==> src/rtl/fetch_stage_pkg.sv <==
// Shared fetch-stage definitions: widths, FSM encoding and the NOP word.
package fetch_stage_pkg;

  localparam int ADDR_W_DFLT = 64;
  localparam int INSTR_W     = 32;

  // LEGv8 NOP encoding; handy for benches that need a filler word.
  localparam logic [INSTR_W-1:0] NOP_INSTR = 32'hD503_201F;

  typedef enum logic [1:0] {
    S_IDLE  = 2'd0,
    S_REQ   = 2'd1,
    S_WAIT  = 2'd2,
    S_DRAIN = 2'd3
  } fetch_state_e;

endpackage

==> src/rtl/fetch_stage_if.sv <==
// Instruction-memory channel: valid/ready request, valid-only response.
interface fetch_stage_if
  import fetch_stage_pkg::*;
#(
  parameter int ADDR_W = ADDR_W_DFLT
);

  logic               imem_req_valid;
  logic [ADDR_W-1:0]  imem_req_addr;
  logic               imem_req_ready;
  logic               imem_rsp_valid;
  logic [INSTR_W-1:0] imem_rsp_data;

  // Fetch side issues requests and consumes responses.
  modport master (
    output imem_req_valid, imem_req_addr,
    input  imem_req_ready, imem_rsp_valid, imem_rsp_data
  );

  // Memory side.
  modport slave (
    input  imem_req_valid, imem_req_addr,
    output imem_req_ready, imem_rsp_valid, imem_rsp_data
  );

endinterface

==> src/rtl/fetch_stage_hold_buf.sv <==
// One-entry skid buffer catching a fetched word while decode is stalled.
module fetch_hold_buf
  import fetch_stage_pkg::*;
#(
  parameter int ADDR_W = ADDR_W_DFLT
) (
  input  logic               clk,
  input  logic               rst_n,
  input  logic               wr_en,
  input  logic [INSTR_W-1:0] wr_instr,
  input  logic [ADDR_W-1:0]  wr_pc,
  input  logic               rd_en,
  input  logic               flush,
  output logic               valid,
  output logic [INSTR_W-1:0] instr,
  output logic [ADDR_W-1:0]  pc
);

  // Flush beats write beats read; the payload only moves on a write.
  always_ff @(posedge clk or negedge rst_n) begin
    if (!rst_n) begin
      valid <= 1'b0;
      instr <= '0;
      pc    <= '0;
    end else if (flush) begin
      valid <= 1'b0;
    end else if (wr_en) begin
      valid <= 1'b1;
      instr <= wr_instr;
      pc    <= wr_pc;
    end else if (rd_en) begin
      valid <= 1'b0;
    end
  end

endmodule

==> src/rtl/fetch_stage.sv <==
// LEGv8 instruction fetch plus IF/ID register. One outstanding imem request,
// hazard stall via a one-entry hold buffer, branch redirect flushes everything.
module fetch_stage
  import fetch_stage_pkg::*;
#(
  parameter int                ADDR_W   = ADDR_W_DFLT,
  parameter logic [ADDR_W-1:0] RESET_PC = '0
) (
  input  logic               clk,
  input  logic               rst_n,
  fetch_stage_if.master      imem,
  input  logic               stall,
  input  logic               redirect_valid,
  input  logic [ADDR_W-1:0]  redirect_pc,
  output logic               ifid_valid,
  output logic [INSTR_W-1:0] ifid_instr,
  output logic [ADDR_W-1:0]  ifid_pc
);

  fetch_state_e       state, state_nxt;
  logic [ADDR_W-1:0]  pc;
  logic [ADDR_W-1:0]  req_pc;
  logic               req_fire;
  logic               deliver;
  logic               hold_valid;
  logic               hold_wr;
  logic               hold_rd;
  logic [INSTR_W-1:0] hold_instr;
  logic [ADDR_W-1:0]  hold_pc;

  // Request depends only on state, redirect and hold: never on the response.
  assign imem.imem_req_valid = (state == S_REQ) && !redirect_valid && !hold_valid;
  assign imem.imem_req_addr  = pc;
  assign req_fire            = imem.imem_req_valid && imem.imem_req_ready;

  // A response is kept only if no redirect lands in the same cycle.
  assign deliver = (state == S_WAIT) && imem.imem_rsp_valid && !redirect_valid;

  // Park the word when decode holds a valid entry; drain it once decode moves.
  assign hold_wr = deliver && ifid_valid && stall;
  assign hold_rd = hold_valid && !(stall && ifid_valid);

  fetch_hold_buf #(.ADDR_W(ADDR_W)) u_hold (
    .clk      (clk),
    .rst_n    (rst_n),
    .wr_en    (hold_wr),
    .wr_instr (imem.imem_rsp_data),
    .wr_pc    (req_pc),
    .rd_en    (hold_rd),
    .flush    (redirect_valid),
    .valid    (hold_valid),
    .instr    (hold_instr),
    .pc       (hold_pc)
  );

  // FSM state register.
  always_ff @(posedge clk or negedge rst_n) begin
    if (!rst_n) state <= S_IDLE;
    else        state <= state_nxt;
  end

  // Next-state: a redirect during WAIT without a response leaves a stale
  // response in flight, so DRAIN swallows it before fetching again.
  always_comb begin
    state_nxt = state;
    unique case (state)
      S_IDLE:  state_nxt = S_REQ;
      S_REQ:   if (req_fire) state_nxt = S_WAIT;
      S_WAIT: begin
        if (imem.imem_rsp_valid)  state_nxt = S_REQ;
        else if (redirect_valid)  state_nxt = S_DRAIN;
      end
      S_DRAIN: if (imem.imem_rsp_valid) state_nxt = S_REQ;
      default: state_nxt = S_IDLE;
    endcase
  end

  // PC and in-flight request address; a redirect overrides the +4 step.
  always_ff @(posedge clk or negedge rst_n) begin
    if (!rst_n) begin
      pc     <= RESET_PC;
      req_pc <= '0;
    end else begin
      if (req_fire) req_pc <= pc;
      if (redirect_valid && state != S_IDLE) pc <= redirect_pc;
      else if (req_fire)                     pc <= pc + ADDR_W'(4);
    end
  end

  // IF/ID register: flush > stall-hold > hold buffer > new response > bubble.
  always_ff @(posedge clk or negedge rst_n) begin
    if (!rst_n) begin
      ifid_valid <= 1'b0;
      ifid_instr <= '0;
      ifid_pc    <= '0;
    end else if (redirect_valid) begin
      ifid_valid <= 1'b0;
    end else if (stall && ifid_valid) begin
      ifid_valid <= 1'b1;
    end else if (hold_valid) begin
      ifid_valid <= 1'b1;
      ifid_instr <= hold_instr;
      ifid_pc    <= hold_pc;
    end else if (deliver) begin
      ifid_valid <= 1'b1;
      ifid_instr <= imem.imem_rsp_data;
      ifid_pc    <= req_pc;
    end else begin
      ifid_valid <= 1'b0;
    end
  end

endmodule

==> src/flat_wrapper.sv <==
// flat-port wrapper written by rule: the top's interface ports become plain ports
module fetch_stage_flat import fetch_stage_pkg::*;
#(
  parameter int                ADDR_W   = ADDR_W_DFLT,
  parameter logic [ADDR_W-1:0] RESET_PC = '0
)
  (clk, rst_n, stall, redirect_valid, redirect_pc, ifid_valid, ifid_instr, ifid_pc, imem_imem_req_valid, imem_imem_req_addr, imem_imem_req_ready, imem_imem_rsp_valid, imem_imem_rsp_data);
  fetch_stage_if #(.ADDR_W(ADDR_W)) imem_i ();
  input  logic clk;
  input  logic rst_n;
  input  logic stall;
  input  logic redirect_valid;
  input  logic [ADDR_W-1:0] redirect_pc;
  output logic ifid_valid;
  output logic [INSTR_W-1:0] ifid_instr;
  output logic [ADDR_W-1:0] ifid_pc;
  output wire logic [$bits(imem_i.imem_req_valid)-1:0] imem_imem_req_valid;
  output wire logic [$bits(imem_i.imem_req_addr)-1:0] imem_imem_req_addr;
  input wire logic [$bits(imem_i.imem_req_ready)-1:0] imem_imem_req_ready;
  input wire logic [$bits(imem_i.imem_rsp_valid)-1:0] imem_imem_rsp_valid;
  input wire logic [$bits(imem_i.imem_rsp_data)-1:0] imem_imem_rsp_data;
  assign imem_imem_req_valid = imem_i.imem_req_valid;
  assign imem_imem_req_addr = imem_i.imem_req_addr;
  assign imem_i.imem_req_ready = imem_imem_req_ready;
  assign imem_i.imem_rsp_valid = imem_imem_rsp_valid;
  assign imem_i.imem_rsp_data = imem_imem_rsp_data;
  fetch_stage #(.ADDR_W(ADDR_W), .RESET_PC(RESET_PC)) u_core (.clk(clk), .rst_n(rst_n), .imem(imem_i), .stall(stall), .redirect_valid(redirect_valid), .redirect_pc(redirect_pc), .ifid_valid(ifid_valid), .ifid_instr(ifid_instr), .ifid_pc(ifid_pc));
endmodule
==> config.mk <==
export PLATFORM = sky130hd
export DESIGN_NAME = fetch_stage_flat
export DESIGN_NICKNAME = d
export VERILOG_FILES = /design/src/rtl/fetch_stage_pkg.sv /design/src/rtl/fetch_stage_if.sv /design/src/rtl/fetch_stage_hold_buf.sv /design/src/rtl/fetch_stage.sv /design/src/flat_wrapper.sv
export SDC_FILE = /design/constraint.sdc
export NUM_CORES = 1
export LEC_CHECK = 0
export ABC_AREA = 1
export CAP_MARGIN = 20
export CELL_PAD_IN_SITES_DETAIL_PLACEMENT = 1
export CELL_PAD_IN_SITES_GLOBAL_PLACEMENT = 1
export CORE_UTILIZATION = 35
export DETAILED_ROUTE_END_ITERATION = 10
export PLACE_DENSITY_LB_ADDON = 0.1
export SLEW_MARGIN = 10
export SYNTH_ARGS = -nofsm -noshare
export SYNTH_HDL_FRONTEND = slang
export SYNTH_HIERARCHICAL = 1
export SYNTH_SLANG_ARGS = --single-unit
export TNS_END_PERCENT = 30
==> constraint.sdc <==
create_clock -name clk -period 1.4 [get_ports clk]
set_input_delay 0.42 -clock clk [delete_from_list [all_inputs] [get_ports clk]]
set_output_delay 0.42 -clock clk [all_outputs]
set_load 0.02 [all_outputs]
**Word-level counts from Yosys, hierarchy flattened**

Cells that the tools add are included.

- Bits in registers: 324
- Bits in latches: 0
- Memory bits (writable): 0
- ROM bits: 0
- Input port bits: 102
- Output and inout port bits: 162
- Logic and storage cells: 57
- Memories: 0

- Add/subtract/negate cells: 1
- $mul: 0
- Div/mod/pow operators: 0
- Magnitude comparators: 0
- Equal/unequal tests: 6
- Shift operators: 0
- Multiplexer cells: 18
- Bitwise logic cells: 2
- Reductions and logical operators: 21

Operators by type and width:

| cell | number |
|---|---|
| 64-bit two-way mux | 4 |
| 64-bit by 3-bit adder with 64-bit output, second input constant | 1 |
| 32-bit two-way mux | 2 |
| 1-bit logical AND | 10 |
| 2-bit two-way mux | 4 |
| 2-bit case mux with 4 select lines | 1 |
| 1-bit two-way mux | 7 |
| 3-bit AND reduction | 2 |
| 2-bit nonzero test | 3 |
| 2-bit equality test, second input constant | 2 |
| 1-bit zero test | 3 |
| 3-bit inequality test, second input constant | 1 |
| 3-bit nonzero test | 1 |
| 2-bit by 1-bit equality test with 1-bit output, second input constant | 1 |
| 2-bit zero test | 1 |
| 2-bit by 1-bit inequality test with 1-bit output, second input constant | 1 |
| 2-bit inequality test, second input constant | 1 |
| 1-bit NOT | 2 |
| 2-bit AND reduction | 1 |

**Depth between registers and ports, before layout**

- Depth in word-level cells: 7
- Mapped depth: 11
- Depth with buffers taken out: 11

**By module**

The synthesis kept the hierarchy.

Modules (own cells, without submodules):

| module | instances | cells an instance | area an instance (um2) | seq. area each (um2) |
|---|---|---|---|---|
| fetch_stage | 1 | 1575 | 11551.1 | 5680.4 |
| fetch_hold_buf | 1 | 421 | 3844.9 | 2427.3 |

**Worst setup path after synthesis**

No wires, ideal clock.

- Path type: reg-to-reg
- Start: register u_core.state[1]
- End: register u_core.pc[33] (netlist: u_core/imem.imem_req_addr[33])
- Library setup time: 0.130 ns
- Arrival time: 1.664 ns
- Data required time: 1.270 ns
- Path slack: -0.395 ns
- Stages on the path, launching flop included: 10
- Buffers on the path: 2
- Period minus slack after synthesis: 1.795 ns
- Cell sequence: dfrtp_1 inv_1 ha_1 inv_1 nor3_4 nand2_2 buf_2 buf_6 o211ai_1 nand3_1

- Word-level cells in the longest chain between the ends: 5
- Elaborated cells between the ends (all ways): 8
- Those cells by class: eq/ne: 1; mux: 1; reduce/logical: 6

RTL lines:

| element | line | text |
|---|---|---|
| start: declaration | fetch_stage.sv:20 | `fetch_state_e state, state_nxt;` |
| start signal: assignment | fetch_stage.sv:59 | `else state <= state_nxt;` |
| 2-bit by 1-bit equality test with 1-bit output | fetch_stage.sv:32 | `assign imem.imem_req_valid = (state == S_REQ) && !redirect_valid && !hold_valid;` |
| 1-bit logical AND (2 in a row) | fetch_stage.sv:32 |  |
| via imem_imem_req_valid | flat_wrapper.sv:17 | `output wire logic [$bits(imem_i.imem_req_valid)-1:0] imem_imem_req_valid;` |
| 1-bit logical AND | fetch_stage.sv:34 | `assign req_fire = imem.imem_req_valid && imem.imem_req_ready;` |
| 2-bit nonzero test (no source line) | -- |  |
| end signal: assignment | fetch_stage.sv:85 | `if (redirect_valid && state != S_IDLE) pc <= redirect_pc;` |
| end signal: assignment | fetch_stage.sv:86 | `else if (req_fire) pc <= pc + ADDR_W'(4);` |
| end: declaration | fetch_stage.sv:21 | `logic [ADDR_W-1:0] pc;` |

The timed path passes the listed nets, and every way through them passes these cells.
A chain may end at the register's enable or synchronous reset.

**Worst setup path after layout**

- Start: register u_core.state[0]
- End: register u_core.u_hold.pc[31]

- Word-level cells in the longest chain between the ends: 6

RTL lines:

| element | line | text |
|---|---|---|
| 2-bit equality test | fetch_stage.sv:37 | `assign deliver = (state == S_WAIT) && imem.imem_rsp_valid && !redirect_valid;` |
| 1-bit logical AND (2 in a row) | fetch_stage.sv:37 |  |
| 1-bit logical AND (2 in a row) | fetch_stage.sv:40 | `assign hold_wr = deliver && ifid_valid && stall;` |
| via u_core.hold_wr | fetch_stage.sv:26 | `logic hold_wr;` |
| 2-bit AND reduction (no source line) | -- |  |
| end signal: assignment | fetch_stage_hold_buf.sv:30 | `pc <= wr_pc;` |
| end: declaration | fetch_stage_hold_buf.sv:16 | `output logic [ADDR_W-1:0] pc` |

The timed path passes the listed nets, and every way through them passes these cells.

==> results.toml <==
[floorplan]
rows = 76
fp.dieW_microns = 212
die_y_microns = 212
die-area_sq_um = 44800
start_util_pct = 35.6
core_area_sq_um = 43300
ios = 264

[synth]
yosys_most_used_dff = "dfrtp_1"
yosysTopAreaCellShare_pct = 52.7
synth_area_leaders = "dfrtp_1 53%, nand2_1 18%, nand3_1 6.1%"
async_flop_share_pct = 100
post_synth.cell_area_avg_sq_um = 7.71
syn_nets = 2103
ys.warnings.count = 6
ys_ff_latch = 324
synth-edff-count = 0
syn_area_sq_um = 15400
ys_seq_area_share_pct = 52.7
syn_inst = 1996
synthDistinctLibCells = 34
synth.largest_area_cell = "dfrtp_1"

[grt]
grt_usage_pct = 27.5
globalRouteOverflowTotal = 0
grt_pass1_wl_mm = 94.9
grt_max_degree = 78
antenna_found_initial = 0
grt_pass1_vias = 16876

[clocking]
worstSkewPairLatency_ns = 0.57
clock-sinks = 324
root_buffer = "clkbuf_16"
ctsHtreeMaxLevel = 2
clkSlewWorstSetupHoldPaths_ns = 0.07
cts_buffers = 38
clock_path_buffers = 3
cts_tree = "built"

[critical_path]
r2r-start = "u_core/state[0]"
cp_data_arrival_time_ns = 2.45
r2r_slack_ns = -0.61
critPathMaxStageDelay_ns = 0.43
start_kind = "flip-flop"
crit_top_cell = "nand2_1"
cp_slowest_cell = "dfrtp_2"
cp.required_ns = 1.84
path_delay_family = "buffers and inverters"
critPathMaxFanout = 8
rr_worst_depth = 10
r2r-end = "u_core/u_hold/pc[31]"
critPathBufInv = 4
end_kind = "flip-flop"
worstSetupPathType = "reg2reg"
cp_cell_sequence = "buf_4, inv_6, ha_4, nand2_2, nor3_4, buf_12, nand2_8, clkbuf_16, nand2_1, nand2_1"

[cells_and_area]
final_cell_mix = "738 x nand2_1, 291 x buf_4, 290 x dfrtp_1"
syn_to_final_growth_pct = 56.5
antenna_cells = 0
design_area_sq_um = 24100
fin_cells = 3189
nNetsFinal = 2685
nFillCells = 5132
drive_above_1_share_pct = 28.5
mostFrequentLayoutCell = "nand2_1"

[pwr]
power_mw = 49.8
p_per_area_nw_per_um2 = 2070
p_leak_nw = 11.8
ir_drop_uv = 1050

[timing]
fmax_mhz = 498
max_slew_margin_pct = 73.0
slew_violations = 0
timing.final.ws_setup_ns = -0.606
report.final.hold_viol_count = 0
period_needed_ns = 2.01
rsz0062_at_grt = "yes"
hold_slack_ns = 0.339
fin_skew_ns = 0.0245
finalSetupViolCount = 485
tightest_slew_ns = 0.405
fin_crit_sh_pct = 143

[min_path]
min_path_type = "in2async"

[routing]
first_iter_violations = 976
totalWireLength_mm = 67.1
routed_via_density = 5.15
drc = 0
vias = 16428
drt-pass1-iter-count = 5
drtAntennaViolNets = 0
avgRoutedWirePerCell_microns = 21.0

[status]
outcome = "finished, violations left"
violations = "setup timing"

[placement]
port_buffers = 263
gp_congestion = 0.887
place_inst = 2990
place_area_sq_um = 20500
dp_hpwl_mm = 43.4

[job]
max_cap_viol_count = 0
[metal layers]
layer / routed length, microns / track usage [%] / vias up
met2: 32200 / 44.9 / 455
met4: 1750 / 8.17 / 0
met3: 3400 / 4.14 / 108
li1: - / - / 7610
met1: 29800 / 37.8 / 8255
met5: 0 / 0 / -
[registers in the layout, indices dropped and copies added, names as in the netlist]
register                   flops
u_core/ifid_valid              1
u_core/ifid_instr             32
u_core/u_hold/instr           32
u_core/imem.imem_req_addr     64
u_core/ifid_pc                64
u_core/u_hold/valid            1
u_core/u_hold/pc              64
u_core/req_pc                 64
u_core/state                   2
[cell usage after synthesis (4+ instances only)]
cell type,number
inv_2,6
buf_1,7
nand3_1,187
dfrtp_1,324
clkbuf_1,34
inv_1,101
o21ai_1,4
o21ai_0,82
o211ai_1,19
nand2_1,758
a21oi_1,17
buf_2,54
xor2_1,5
buf_4,10
a31oi_1,96
nand4_1,9
nor2_1,247
nor2_2,7
ha_1,5
[cell families after synthesis]
logic type               Yosys count  share of synthesized area [%]
flip-flops                       324                           52.7
adder cells (fa/ha/maj)            5                          0.406
buffers and inverters            215                           6.07
XOR/XNOR                           6                          0.341
AND/OR/NAND/NOR                 1220                           31.9
AO/OA/AOI/OAI                    226                           8.60
[report_power, final]
group / internal (mW) / switching [mW]
Clock: 5.92 / 4.10
Sequential: 12.7 / 3.41
Combinational: 11.5 / 12.1
[per-stage QoR]
step | util (%) | worst slack [ns] | setup TNS (ns)
2_1_floorplan | - | -0.323 | -62.49
3_3_place_gp | 47.4 | -0.707 | -207.92
3_5_place_dp | 47.4 | -0.751 | -220.03
4_1_cts | 52.9 | -0.625 | -146.60
5_1_grt | 55.7 | -0.664 | -198.65
6_report | 55.7 | -0.606 | -168.22
[final cells by class]
class                           count  area, sq um  share of cell area [%]
Inverter                          107          420                    1.74
Tap cell                          585          732                    3.04
Clock inverter                     10          126                   0.524
Multi-Input combinational cell   1459         6810                    28.3
Clock buffer                       56         1120                    4.65
Timing Repair Buffer              648         6740                    28.0
Sequential cell                   324         8150                    33.8
[how the worst max path moves through the flow]
stage / startpoint / endpoint / cells after the start / slack, ns
finish: u_core/state[0] / u_core/u_hold/pc[31] / 10 / -0.61
global placement: redirect_valid / u_core/u_hold/pc[43] / 9 / -0.71
global route: u_core/state[1] / imem_imem_req_valid / 5 / -0.66
CTS: u_core/state[1] / imem_imem_req_valid / 5 / -0.62
detailed placement: redirect_valid / u_core/imem.imem_req_addr[50] / 9 / -0.75
floorplan: u_core/state[1] / u_core/imem.imem_req_addr[33] / 9 / -0.32
[timing repair]
action,4_1_cts,5_1_grt
pin swaps,13,37
gates cloned,0,30
hold buffers,1,0
setup endpoints to repair,485,485
endpoints found under the hold margin,9,0
setup buffers,80,23
resized for setup,968,97
Power figures use the tool's default switching activity.
